<file path="src/rtl/alu_types.sv">
// Shared ALU operation encoding and arbiter state type.
package alu_types;

    typedef enum logic [3:0] {
        ALU_AND  = 4'd0,
        ALU_OR   = 4'd1,
        ALU_XOR  = 4'd2,
        ALU_NOR  = 4'd3,
        ALU_ADD  = 4'd4,
        ALU_SUB  = 4'd5,
        ALU_SLT  = 4'd6,
        ALU_SLTU = 4'd7,
        ALU_SLL  = 4'd8,
        ALU_SRL  = 4'd9,
        ALU_SRA  = 4'd10
    } alu_control_t;

    typedef enum logic {
        S_IDLE = 1'b0,
        S_EXEC = 1'b1
    } alu_arb_state_t;

    localparam int unsigned NumPorts = 2;

endpackage

</file>
<file path="src/rtl/alu.sv">
// Combinational ALU: logic, add/sub with signed overflow, set-less-than and shifts.
module alu
    import alu_types::*;
#(
    parameter int unsigned N = 32
) (
    input  logic [N-1:0] a_i,
    input  logic [N-1:0] b_i,
    input  alu_control_t control_i,
    output logic [N-1:0] result_o,
    output logic         overflow_o,
    output logic         zero_o,
    output logic         equal_o
);

    localparam int unsigned ShW = $clog2(N);

    logic [N-1:0]   sum;
    logic [N-1:0]   diff;
    logic [ShW-1:0] shamt;
    logic           lt_signed;
    logic           lt_unsigned;

    assign sum         = a_i + b_i;
    assign diff        = a_i - b_i;
    assign shamt       = b_i[ShW-1:0];
    assign lt_signed   = $signed(a_i) < $signed(b_i);
    assign lt_unsigned = a_i < b_i;

    always_comb begin
        result_o   = '0;
        overflow_o = 1'b0;
        case (control_i)
            ALU_AND:  result_o = a_i & b_i;
            ALU_OR:   result_o = a_i | b_i;
            ALU_XOR:  result_o = a_i ^ b_i;
            ALU_NOR:  result_o = ~(a_i | b_i);
            ALU_ADD: begin
                result_o   = sum;
                // Same-sign operands producing an opposite-sign sum.
                overflow_o = (a_i[N-1] == b_i[N-1]) && (sum[N-1] != a_i[N-1]);
            end
            ALU_SUB: begin
                result_o   = diff;
                overflow_o = (a_i[N-1] != b_i[N-1]) && (diff[N-1] != a_i[N-1]);
            end
            ALU_SLT:  result_o = {{(N-1){1'b0}}, lt_signed};
            ALU_SLTU: result_o = {{(N-1){1'b0}}, lt_unsigned};
            ALU_SLL:  result_o = a_i << shamt;
            ALU_SRL:  result_o = a_i >> shamt;
            ALU_SRA:  result_o = $signed(a_i) >>> shamt;
            default:  result_o = '0;
        endcase
    end

    assign zero_o  = (result_o == '0);
    assign equal_o = (a_i == b_i);

endmodule

</file>
<file path="src/rtl/alu_arbiter.sv">
// Two-port round-robin front end sharing one ALU; registered per-port response slots.
module alu_arbiter
    import alu_types::*;
#(
    parameter int unsigned N  = 32,
    parameter int unsigned CW = 16
) (
    input  logic          clk,
    input  logic          rst,

    input  logic          req_valid_0,
    output logic          req_ready_0,
    input  logic [N-1:0]  req_a_0,
    input  logic [N-1:0]  req_b_0,
    input  alu_control_t  req_control_0,
    output logic          rsp_valid_0,
    input  logic          rsp_ready_0,
    output logic [N-1:0]  rsp_result_0,
    output logic          rsp_overflow_0,
    output logic          rsp_zero_0,
    output logic          rsp_equal_0,

    input  logic          req_valid_1,
    output logic          req_ready_1,
    input  logic [N-1:0]  req_a_1,
    input  logic [N-1:0]  req_b_1,
    input  alu_control_t  req_control_1,
    output logic          rsp_valid_1,
    input  logic          rsp_ready_1,
    output logic [N-1:0]  rsp_result_1,
    output logic          rsp_overflow_1,
    output logic          rsp_zero_1,
    output logic          rsp_equal_1,

    output logic [CW-1:0] ops_done
);

    alu_arb_state_t state_q, state_d;
    logic           last_grant_q, last_grant_d;
    logic           owner_q, owner_d;
    logic [N-1:0]   op_a_q, op_a_d;
    logic [N-1:0]   op_b_q, op_b_d;
    alu_control_t   op_ctrl_q, op_ctrl_d;
    logic [CW-1:0]  ops_done_q, ops_done_d;

    logic [NumPorts-1:0] rsp_valid_q, rsp_valid_d;
    logic [N-1:0]        rsp_result_q   [NumPorts];
    logic [N-1:0]        rsp_result_d   [NumPorts];
    logic                rsp_overflow_q [NumPorts];
    logic                rsp_overflow_d [NumPorts];
    logic                rsp_zero_q     [NumPorts];
    logic                rsp_zero_d     [NumPorts];
    logic                rsp_equal_q    [NumPorts];
    logic                rsp_equal_d    [NumPorts];

    logic [NumPorts-1:0] eligible;
    logic [NumPorts-1:0] grant;
    logic [NumPorts-1:0] rsp_ready;

    logic [N-1:0] alu_result;
    logic         alu_overflow;
    logic         alu_zero;
    logic         alu_equal;

    alu #(
        .N (N)
    ) u_alu (
        .a_i        (op_a_q),
        .b_i        (op_b_q),
        .control_i  (op_ctrl_q),
        .result_o   (alu_result),
        .overflow_o (alu_overflow),
        .zero_o     (alu_zero),
        .equal_o    (alu_equal)
    );

    // A port whose slot is still full (even if draining now) must wait.
    assign eligible  = {req_valid_1 & ~rsp_valid_q[1], req_valid_0 & ~rsp_valid_q[0]};
    assign rsp_ready = {rsp_ready_1, rsp_ready_0};

    always_comb begin
        grant = '0;
        if ((state_q == S_IDLE) && !rst) begin
            if (eligible == 2'b11) begin
                grant = last_grant_q ? 2'b01 : 2'b10;
            end else begin
                grant = eligible;
            end
        end
    end

    assign req_ready_0 = grant[0];
    assign req_ready_1 = grant[1];

    always_comb begin
        state_d        = state_q;
        last_grant_d   = last_grant_q;
        owner_d        = owner_q;
        op_a_d         = op_a_q;
        op_b_d         = op_b_q;
        op_ctrl_d      = op_ctrl_q;
        ops_done_d     = ops_done_q;
        rsp_valid_d    = rsp_valid_q;
        rsp_result_d   = rsp_result_q;
        rsp_overflow_d = rsp_overflow_q;
        rsp_zero_d     = rsp_zero_q;
        rsp_equal_d    = rsp_equal_q;

        for (int p = 0; p < NumPorts; p++) begin
            if (rsp_valid_q[p] && rsp_ready[p]) begin
                rsp_valid_d[p] = 1'b0;
            end
        end

        unique case (state_q)
            S_IDLE: begin
                if (grant != '0) begin
                    owner_d   = grant[1];
                    op_a_d    = grant[1] ? req_a_1       : req_a_0;
                    op_b_d    = grant[1] ? req_b_1       : req_b_0;
                    op_ctrl_d = grant[1] ? req_control_1 : req_control_0;
                    state_d   = S_EXEC;
                end
            end
            S_EXEC: begin
                rsp_valid_d[owner_q]    = 1'b1;
                rsp_result_d[owner_q]   = alu_result;
                rsp_overflow_d[owner_q] = alu_overflow;
                rsp_zero_d[owner_q]     = alu_zero;
                rsp_equal_d[owner_q]    = alu_equal;
                last_grant_d            = owner_q;
                ops_done_d              = ops_done_q + CW'(1);
                state_d                 = S_IDLE;
            end
            default: state_d = S_IDLE;
        endcase
    end

    always_ff @(posedge clk) begin
        if (rst) begin
            state_q      <= S_IDLE;
            last_grant_q <= 1'b1;
            owner_q      <= 1'b0;
            op_a_q       <= '0;
            op_b_q       <= '0;
            op_ctrl_q    <= ALU_AND;
            ops_done_q   <= '0;
            rsp_valid_q  <= '0;
            for (int p = 0; p < NumPorts; p++) begin
                rsp_result_q[p]   <= '0;
                rsp_overflow_q[p] <= 1'b0;
                rsp_zero_q[p]     <= 1'b0;
                rsp_equal_q[p]    <= 1'b0;
            end
        end else begin
            state_q        <= state_d;
            last_grant_q   <= last_grant_d;
            owner_q        <= owner_d;
            op_a_q         <= op_a_d;
            op_b_q         <= op_b_d;
            op_ctrl_q      <= op_ctrl_d;
            ops_done_q     <= ops_done_d;
            rsp_valid_q    <= rsp_valid_d;
            rsp_result_q   <= rsp_result_d;
            rsp_overflow_q <= rsp_overflow_d;
            rsp_zero_q     <= rsp_zero_d;
            rsp_equal_q    <= rsp_equal_d;
        end
    end

    assign rsp_valid_0    = rsp_valid_q[0];
    assign rsp_result_0   = rsp_result_q[0];
    assign rsp_overflow_0 = rsp_overflow_q[0];
    assign rsp_zero_0     = rsp_zero_q[0];
    assign rsp_equal_0    = rsp_equal_q[0];

    assign rsp_valid_1    = rsp_valid_q[1];
    assign rsp_result_1   = rsp_result_q[1];
    assign rsp_overflow_1 = rsp_overflow_q[1];
    assign rsp_zero_1     = rsp_zero_q[1];
    assign rsp_equal_1    = rsp_equal_q[1];

    assign ops_done = ops_done_q;

endmodule
</file>
<file path="config.mk">
export PLATFORM = sky130hd
export DESIGN_NAME = alu_arbiter
export DESIGN_NICKNAME = d
export VERILOG_FILES = /design/src/rtl/alu_types.sv /design/src/rtl/alu.sv /design/src/rtl/alu_arbiter.sv
export SDC_FILE = /design/constraint.sdc
export NUM_CORES = 1
export LEC_CHECK = 0
export ABC_CLOCK_PERIOD_IN_PS = 7900
export CAP_MARGIN = 20
export CORE_MARGIN = 2
export CORE_UTILIZATION = 35
export DETAILED_ROUTE_END_ITERATION = 10
export GPL_TIMING_DRIVEN = 0
export SKIP_CTS_REPAIR_TIMING = 1
export SYNTH_ARGS = -nofsm -noshare
export SYNTH_HDL_FRONTEND = slang
export SYNTH_HIERARCHICAL = 1
export SYNTH_SLANG_ARGS = --single-unit
</file>
<file path="constraint.sdc">
create_clock -name clk -period 7.9 [get_ports clk]
set_input_delay 1.58 -clock clk [delete_from_list [all_inputs] [get_ports clk]]
set_output_delay 1.58 -clock clk [all_outputs]
set_load 0.01 [all_outputs]
</file>
# Yosys cells after proc, flatten, opt, wreduce, memory -nomap -nowiden
# Index checks and enable logic that the tools add are counted.
[totals] register_bits=159 input_bits=142 output_inout_bits=90 word_cells=90
[op_classes] eq_ne=16 n_mux=23 n_reduce_logical=12 shift=3 bitwise=11 add_sub_neg=3 order_cmp=6
[op_table] op="$pmux 32 s11" count=1
[op_table] op="$mux 32" count=3
[op_table] op="$bwmux 64" count=1
[op_table] op="$lt 32x32->1" count=2
[op_table] op="$add 32x32->32" count=1
[op_table] op="$and 32x32->32" count=1
[op_table] op="$demux 32 s1" count=1
[op_table] op="$eq 32x32->1" count=1
[op_table] op="$logic_not 32->1" count=1
[op_table] op="$not 32->32" count=1
[op_table] op="$or 32x32->32" count=1
[op_table] op="$shl 32x5->32" count=1
[op_table] op="$shr 32x5->32" count=1
[op_table] op="$sshr 32x5->32" count=1
[op_table] op="$sub 32x32->32" count=1
[op_table] op="$xor 32x32->32" count=1
[op_table] op="$add 16x1->16 const B" count=1
[op_table] op="$eq 4x3->1 const B" count=4
[op_table] op="$eq 4x4->1 const B" count=3
[op_table] op="$eq 4x2->1 const B" count=2
[op_table] op="$mux 2" count=4
[op_table] op="$logic_and 1x1->1" count=7
[op_table] op="$bwmux 2" count=3
[op_table] op="$mux 1" count=5
[op_table] op="other kinds (19)" count=26

# Depth between registers and ports, before layout
# Gate-level depths: netlist of the first run.
[depth] depth_word=8 ltp_mapped=20 depth_no_buf=16

# Modules after synthesis
# Netlist of the first run, hierarchy kept.
[by_module_without_submodules] module="alu" cells_each=1495 area_per_inst_um2=10079.7 seq_area_each_um2=0.0 n_inst=1
[by_module_without_submodules] module="alu_arbiter" cells_each=788 area_per_inst_um2=6296.0 seq_area_each_um2=3183.1 n_inst=1

# Worst setup path after synthesis of the first run
# OpenSTA, ideal clock, no wires.
[synth_timing] path_kind="register to register" from="reg op_b_q[3]" to="reg rsp_zero_q, in the netlist rsp_zero_0" path_slack_ns=3.061 setup_time_ns=0.070 t_arrival_ns=4.768 synth_period_minus_slack_ns=4.839 path_stages_with_launch=19 path_buffers=3 required_ns=7.830 cell_sequence="dfxtp_1 inv_2 clkbuf_1 buf_1 ha_1 clkbuf_1 nand2_1 o31ai_1 a32oi_1 xnor2_1 a221o_1 or4b_1 or4_1 nor4_1 or4b_1 or4_1 nor4_2 nand2_1 a21oi_1"
[synth_via] elab_cells_between_ends=14 cone_classes="2 x add/sub; 2 x order compare; 3 x shift; 2 x mux; 4 x bitwise; 1 x reduce/logical"
[synth_rtl] item="start: declaration" line_no="alu_arbiter.sv:42" text="logic [N-1:0] op_b_q, op_b_d;"
[synth_rtl] item="start signal: assignment" line_no="alu_arbiter.sv:160" text="op_b_q <= op_b_d;"
[synth_rtl] item="$sub 32x32->32, or another cell as far along" line_no="alu.sv:25" text="assign diff = a_i - b_i;"
[synth_rtl] item="$pmux 32 s11 *" line_no="alu.sv:33" text="case (control_i)"
[synth_rtl] item="via alu_result[5]" line_no="alu_arbiter.sv:60" text="logic [N-1:0] alu_result;"
[synth_rtl] item="$logic_not 32->1 *" line_no="alu.sv:56" text="assign zero_o = (result_o == '0);"
[synth_rtl] item="via alu_zero" line_no="alu_arbiter.sv:62" text="logic alu_zero;"
[synth_rtl] item="$bwmux 2 *" line_no="alu_arbiter.sv:129" text="rsp_zero_d[owner_q] = alu_zero;"
[synth_rtl] item="end signal: assignment" line_no="alu_arbiter.sv:166" text="rsp_zero_q <= rsp_zero_d;"
[synth_rtl] item="end: declaration" line_no="alu_arbiter.sv:51" text="logic rsp_zero_q [NumPorts];"
# Mark *: on every way through the listed nets, which the timed path passes. The rest lies on a longest branch.
# A chain may end at the register's enable or synchronous reset.

# Worst setup path after layout of the first run
# Same ends and word-level chain as after synthesis.

==> out/metrics.yaml, run 1 <==
timing:
  rsz0062_at_grt: "no"
  fmax_ghz: 0.132
  drv_slew: 0
  report.final.setup_viol: 0
  setup_slack_ps: 331
  tightest_slew_ps: 1150
  setup_tns_ps: 0
  period_share: 0.958
  clock_skew_ps: 16.2
  slew_headroom: 0.233
  whs_ps: 460
  fin_crit_ps: 7570
  hold_violations: 0
synth:
  ys_ff_latch: 159
  yosysWarnings: 6
  ys_types: 92
  synthMuxAreaShare: 0.113
  synth_area_leaders: "dfxtp_1, nand2_1, ha_1"
  synth_edf_count: 0
  synth_fp_nets: 2528
  async_flop_share: 0
  synth_top_cell_area_share: 0.194
  synth_xor_area_frac: 0.0144
  synth-simple-area-share: 0.239
  ys_dominant_reg_cell: "dfxtp_1"
  synth-compound-area-share: 0.285
  synthAdderAreaFrac: 0.0796
  synth_top_family_by_area: "compound AO/OA/AOI/OAI gates"
  syn-mean-instance-area_um2: 7.17
  yosysSeqAreaShare: 0.194
  synth_area_um2: 16400
  synth.largest_area_cell: "dfxtp_1"
  synth_cells: 2283
worst_hold_path:
  holdCritStartpoint: "rsp_result_0[14]"
  min_path_cells: 2
  hold_class: "register to register"
  holdPathEnd: "rsp_result_0[14]"
grt:
  grt_pass1_vias: 18800
  grt.total_usage: 0.378
  grt_pass1_wl_um: 132000
  antenna_found_initial: 1
  grt.overflow.total: 0
  grt_start_max_net_pins: 19
finish:
  fin_area_um2: 20100
  drive_gt1_frac: 0.0781
  n_fill_cell: 4819
  multi_input_area_um2: 12000
  seq_area_um2: 3180
  syn_to_final_growth_pct: 22.7
  final_util: 0.433
  finalNetCount: 2781
power:
  pwr-share-comb: 0.469
  peakVddDrop_uv: 126
  seqPwrFrac: 0.279
  switching_share: 0.467
  p_sw_mw: 1.64
  p_int_mw: 1.87
  pwr-share-clk: 0.252
  leakage_nw: 7.24
  power.density_nw_per_um2: 175
clock_network:
  cts_htree_levels: 4
  clock_sinks: 159
  cts_tree: "built"
  cts_buffers: 17
  clkTransAtPathRegs_ps: 80
  clockBufferDepth: 2
  cts_root_buf: "clkbuf_16"
  clk_latency_ps: 500
setup_path:
  rr_endpoint: "rsp_zero_0"
  r2r-start: "op_b_q[3]"
  crit_fanout: 11
  r2r_cells: 18
  cpPeakStageDelay_ps: 830
  arrival_ps: 8000
  cp-end-kind: "register"
  r2r_slack_ps: 330
  path_class: "register to register"
  required_ps: 8330
  crit_path_start_kind: "register"
  critPathSlowestCell: "buf_1"
  cp_cell_sequence: "inv_2, clkbuf_1, buf_1, ha_1, clkbuf_1, nand2_1, o21bai_1, a211oi_1, o31ai_1, mux2i_1, o211ai_1, nor4_1, or4bb_1, or4_1, or4_1, nor4_2, nand2_1, a21oi_1"
placed_design:
  port_buffers: 231
  place_ws_ps: 780
  place_congestion: 1.08
  dp_hpwl_um: 75100
  place_area_um2: 19500
floorplan:
  chipWidth_um: 220
  io_pins: 232
  start_util: 0.353
  die_y_um: 220
  die_area_um2: 48500
  core_area_um2: 46400
  rows: 79
drt:
  first_iter_violations: 2388
  vias: 19800
  wl_um: 92300
  wl_per_cell_um: 29.2
  viasPerCell: 6.27
  drtPass1Iterations: 6
  drtAntennaViolNets: 0
  drc: 0
status:
  status: "finished, final reports clean"
flow_run:
  cap_violations: 0
==> synth_stat cells (28+ instances only) <==
master	instances
a211oi_1	41
ha_1	101
nand2_1	427
mux2i_1	73
buf_2	36
mux4_2	28
o21ai_0	123
clkbuf_1	110
nor3_1	37
inv_1	104
mux2_2	38
a21oi_1	171
a311oi_1	64
nor2_1	215
dfxtp_1	159
o211ai_1	42
==> how the worst max path moves through the flow <==
stage | startpoint | depth (start not counted) | to
after floorplan | op_b_q[3] | 18 | rsp_zero_0
after global placement | op_b_q[3] | 18 | rsp_zero_0
after detailed placement | op_b_q[3] | 18 | rsp_zero_0
after CTS | op_b_q[3] | 18 | rsp_zero_0
after global routing | op_b_q[3] | 18 | rsp_zero_0
final | op_b_q[3] | 18 | rsp_zero_0
==> worst max-delay path, delay by kind of cell, from the launching register on <==
family          cells  cell delay, ps
buf+inv             4            2100
flops               1             460
mux                 1             270
fa+ha+maj           1             400
compound gates      5            1530
simple gates        7            2720
==> power groups by stage <==
stage	clock (mW)	sequential [mW]	combinational, mW
final	0.884	0.981	1.65
after floorplan	0	0.926	0.961
after global routing	0.931	0.985	1.73
after detailed placement	0	0.994	1.58
after CTS	0.903	0.976	1.59
after global placement	0	0.992	1.58
==> cells by family (layout without fill, tap and decap cells) <==
group | after synthesis | after routing
muxes | 143 | 143
other | 0 | 3
xor gates and xnor gates | 27 | 27
DFF | 159 | 159
buffers and inverters | 290 | 556
adders and majority gates | 103 | 103
AOI/OAI and AO/OA | 683 | 683
and+or+nand+nor | 878 | 878
==> cell type report <==
class / instances / share of cell area
multi-input combinational: 1834 / 0.596
antenna: 3 / 0.000374
clock inverter: 15 / 0.00996
sequential: 159 / 0.158
buffer: 181 / 0.0400
inverter: 109 / 0.0206
timing repair buffer: 234 / 0.116
clock buffer: 17 / 0.0212
tap: 607 / 0.0378
==> placed cells by master (no fill, tap or decap), drive strengths merged, types with 29 or more instances in the layout <==
cell           Yosys  routed
mux4              29      29
nor3              38      38
clkbuf           110     127
inv              107     112
a21oi            171     171
a211oi            42      42
mux2              41      41
clkdlybuf4s50      0     231
dfxtp            159     159
mux2i             73      73
o211ai            42      42
buf               71      74
nor2             215     215
nand2            427     427
ha               101     101
a311oi            74      74
o21ai            125     125
==> sequential cells by signal (all words and copies together), names as in the netlist <==
register and count:
last_grant_q 1, op_a_q 32, op_b_q 32, op_ctrl_q 4, ops_done 16, owner_q 1, rsp_equal_0 1, rsp_equal_1 1
rsp_overflow_0 1, rsp_overflow_1 1, rsp_result_0 32, rsp_result_1 32, rsp_valid_q 2, rsp_zero_0 1, rsp_zero_1 1, state_q 1
==> routing by layer <==
metal / share of wire / vias up / GRT usage
li1: - / 8834 / -
met1: 0.44 / 9650 / 0.523
met2: 0.42 / 1099 / 0.554
met3: 0.093 / 211 / 0.0795
met4: 0.051 / 2 / 0.188
met5: 0.00014 / - / 0
==> metrics by stage <==
step / power, mW / instances
after floorplan: 1.89 / 2283
after global placement: 2.58 / 3121
after detailed placement: 2.57 / 3124
after CTS: 3.46 / 3156
after global routing: 3.65 / 3156
final: 3.51 / 3159
Power figures use the tool's default switching activity.
==> run 2: changes to the inputs <==
- SKIP_CTS_REPAIR_TIMING: 1 -> default
==> results of run 2 <==
No change in the layout: final DEF, timing and power equal those of run 1.
==> run 3: changes to the inputs <==
- ABC_CLOCK_PERIOD_IN_PS: 7900 -> 7200
- clock period: 7.9 -> 7.2 ns (I/O delays scaled with it)
==> run 3 against run 2 <==
Compared with the run above:
- wire length fell by 0.25%
- utilization barely moved
- combinational power rose by 9.7%
- global-route usage did not move
- via count rose by 0.27%
- highest routed layer unchanged
==> out/metrics.yaml, run 3 (synthesis gave the netlist of run 1 again) <==
grt:
  antenna_found_initial: 1  # unchanged
  grt.total_usage: 0.378  # unchanged
  grt_start_max_net_pins: 19  # unchanged
  grt_pass1_wl_um: 132000  # unchanged
  grt.overflow.total: 0  # unchanged
  grt_pass1_vias: 18800  # unchanged
setup_path:
  r2r-start: "op_b_q[1]"
  path_class: "register to register"
  crit_fanout: 10  # -1
  startpoint: "op_b_q[1]"
  cp-end-kind: "register"
  required_ps: 7560  # -770 ps
  crit_path_start_kind: "register"
  arrival_ps: 7230  # -770 ps
placed_design:
  place_congestion: 1.08  # unchanged
  place_ws_ps: 80.1  # -700 ps
  port_buffers: 231  # unchanged
  place_area_um2: 19500  # unchanged
  dp_hpwl_um: 75100  # unchanged
floorplan:
  start_util: 0.353  # unchanged
  io_pins: 232  # unchanged
  rows: 79  # unchanged
  chipWidth_um: 220  # unchanged
  die_area_um2: 48500  # unchanged
  die_y_um: 220  # unchanged
  core_area_um2: 46400  # unchanged
drt:
  drtPass1Iterations: 6  # unchanged
  drc: 0  # unchanged
  drtAntennaViolNets: 0  # unchanged
  vias: 19800  # +0.27%
  wl_per_cell_um: 29.2  # -0.16%
  first_iter_violations: 2420  # +1.3%
  wl_um: 92000  # -0.25%
  viasPerCell: 6.29  # +0.36%
timing:
  tightest_slew_ps: 1140  # -6.38 ps
  rsz0062_at_grt: "no"
  period_share: 0.954  # -0.00366
  report.final.setup_viol: 0  # unchanged
  fin_crit_ps: 6870  # -697 ps
  fmax_ghz: 0.146  # +10%
  hold_violations: 0  # unchanged
  slew_headroom: 0.234  # +0.00123
  clock_skew_ps: 15.7  # -0.553 ps
  drv_slew: 0  # unchanged
  whs_ps: 460  # +0.0110 ps
  setup_tns_ps: 0  # unchanged
  setup_slack_ps: 328  # -3.00 ps
clock_network:
  cts_resized: 0
  clockBufferDepth: 2  # unchanged
  cts_buffers: 17  # unchanged
  clkTransAtPathRegs_ps: 80  # about the same
  clk_latency_ps: 500  # about the same
  post_cts_buffers: 0
  clock_sinks: 159  # unchanged
  cts.hold.buffers_added: 0
  cts_tree: "built"
  cts_root_buf: "clkbuf_16"
  cts_htree_levels: 4  # unchanged
finish:
  fin_area_um2: 20100  # about the same
  final_util: 0.434  # about the same
  final_common_cell: "nand2_1"
  drive_gt1_frac: 0.0808  # +0.00278
  mostFrequentLayoutCells: "nand2_1, clkdlybuf4s50_1, nor2_1, a21oi_1, dfxtp_1"
  syn_to_final_growth_pct: 22.8  # about the same
  finalNetCount: 2780  # -0.036%
worst_hold_path:
  hold_class: "register to register"
  holdCritStartpoint: "rsp_result_0[14]"
power:
  power.density_nw_per_um2: 191  # +9.6%
  peakVddDrop_uv: 137  # +9.1%
  leakage_nw: 7.25  # about the same
status:
  status: "finished, final reports clean"
flow_run:
  cap_violations: 0  # unchanged
## run 3: cell types whose count changed in the layout (fill, tap and decap cells not counted)
cell	previous run	this run
buf_1	19	17
o31ai_2	0	2
dfxtp_2	0	1
nor4_2	1	2
diode_2	3	1
nor4_1	23	22
clkbuf_2	0	3
o31ai_1	22	20
dfxtp_1	159	158
clkbuf_1	110	108
## run 3: power by group
part           internal (mW)  switching, mW  leakage, nW
Sequential             0.934          0.143         1.30
Combinational          0.623           1.18         5.65
Clock                  0.499          0.470        0.295
Total                   2.06           1.79         7.25
## run 3: layout make-up
type                            count  area, µm²
Clock buffer                       17        425
Antenna cell                        1       2.50
Clock inverter                     15        200
Sequential cell                   159       3180
Tap cell                          607        759
Timing Repair Buffer              234       2330
Buffer                            180        803
Fill cell                        4819      26300
Inverter                          109        414
Multi-Input combinational cell   1834      12000
## run 3: worst max-delay path: stages (launching register included)
cell,delay (ps)
dfxtp_1,900
buf_6,270
buf_4,240
buf_4,260
inv_1,260
ha_1,440
a211oi_1,140
o31ai_1,560
o211ai_1,400
o31a_1,440
o41ai_1,970
a221o_1,340
a31oi_1,140
nor2_1,150
nor3_1,70
o31ai_1,810
nor4_2,140
nand2_1,110
a21oi_1,60
## run 3: final timing paths
path / to / slack, ps / depth (start not counted)
worst max-delay path: rsp_zero_0 / 330 / 18
worst min-delay path: rsp_result_0[14] / 460 / 2
worst max register to register: rsp_zero_0 / 330 / 18
worst min register to register: rsp_result_0[14] / 460 / 2
## run 3: routing by layer
| layer | GRT usage | vias up | routed length, µm |
|---|---|---|---|
| met5 | 0 | - | 13 |
| met2 | 0.554 | 1121 | 38600 |
| met3 | 0.0795 | 204 | 8830 |
| li1 | - | 8835 | - |
| met4 | 0.188 | 2 | 4630 |
| met1 | 0.523 | 9687 | 39900 |
## run 3: per-stage QoR
| step | instances | power (mW) |
|---|---|---|
| global route | 3155 | 4.01 |
| detailed placement | 3124 | 2.82 |
| global placement | 3121 | 2.83 |
| floorplan | 2283 | 2.07 |
| finish | 3156 | 3.85 |
| CTS | 3156 | 3.80 |
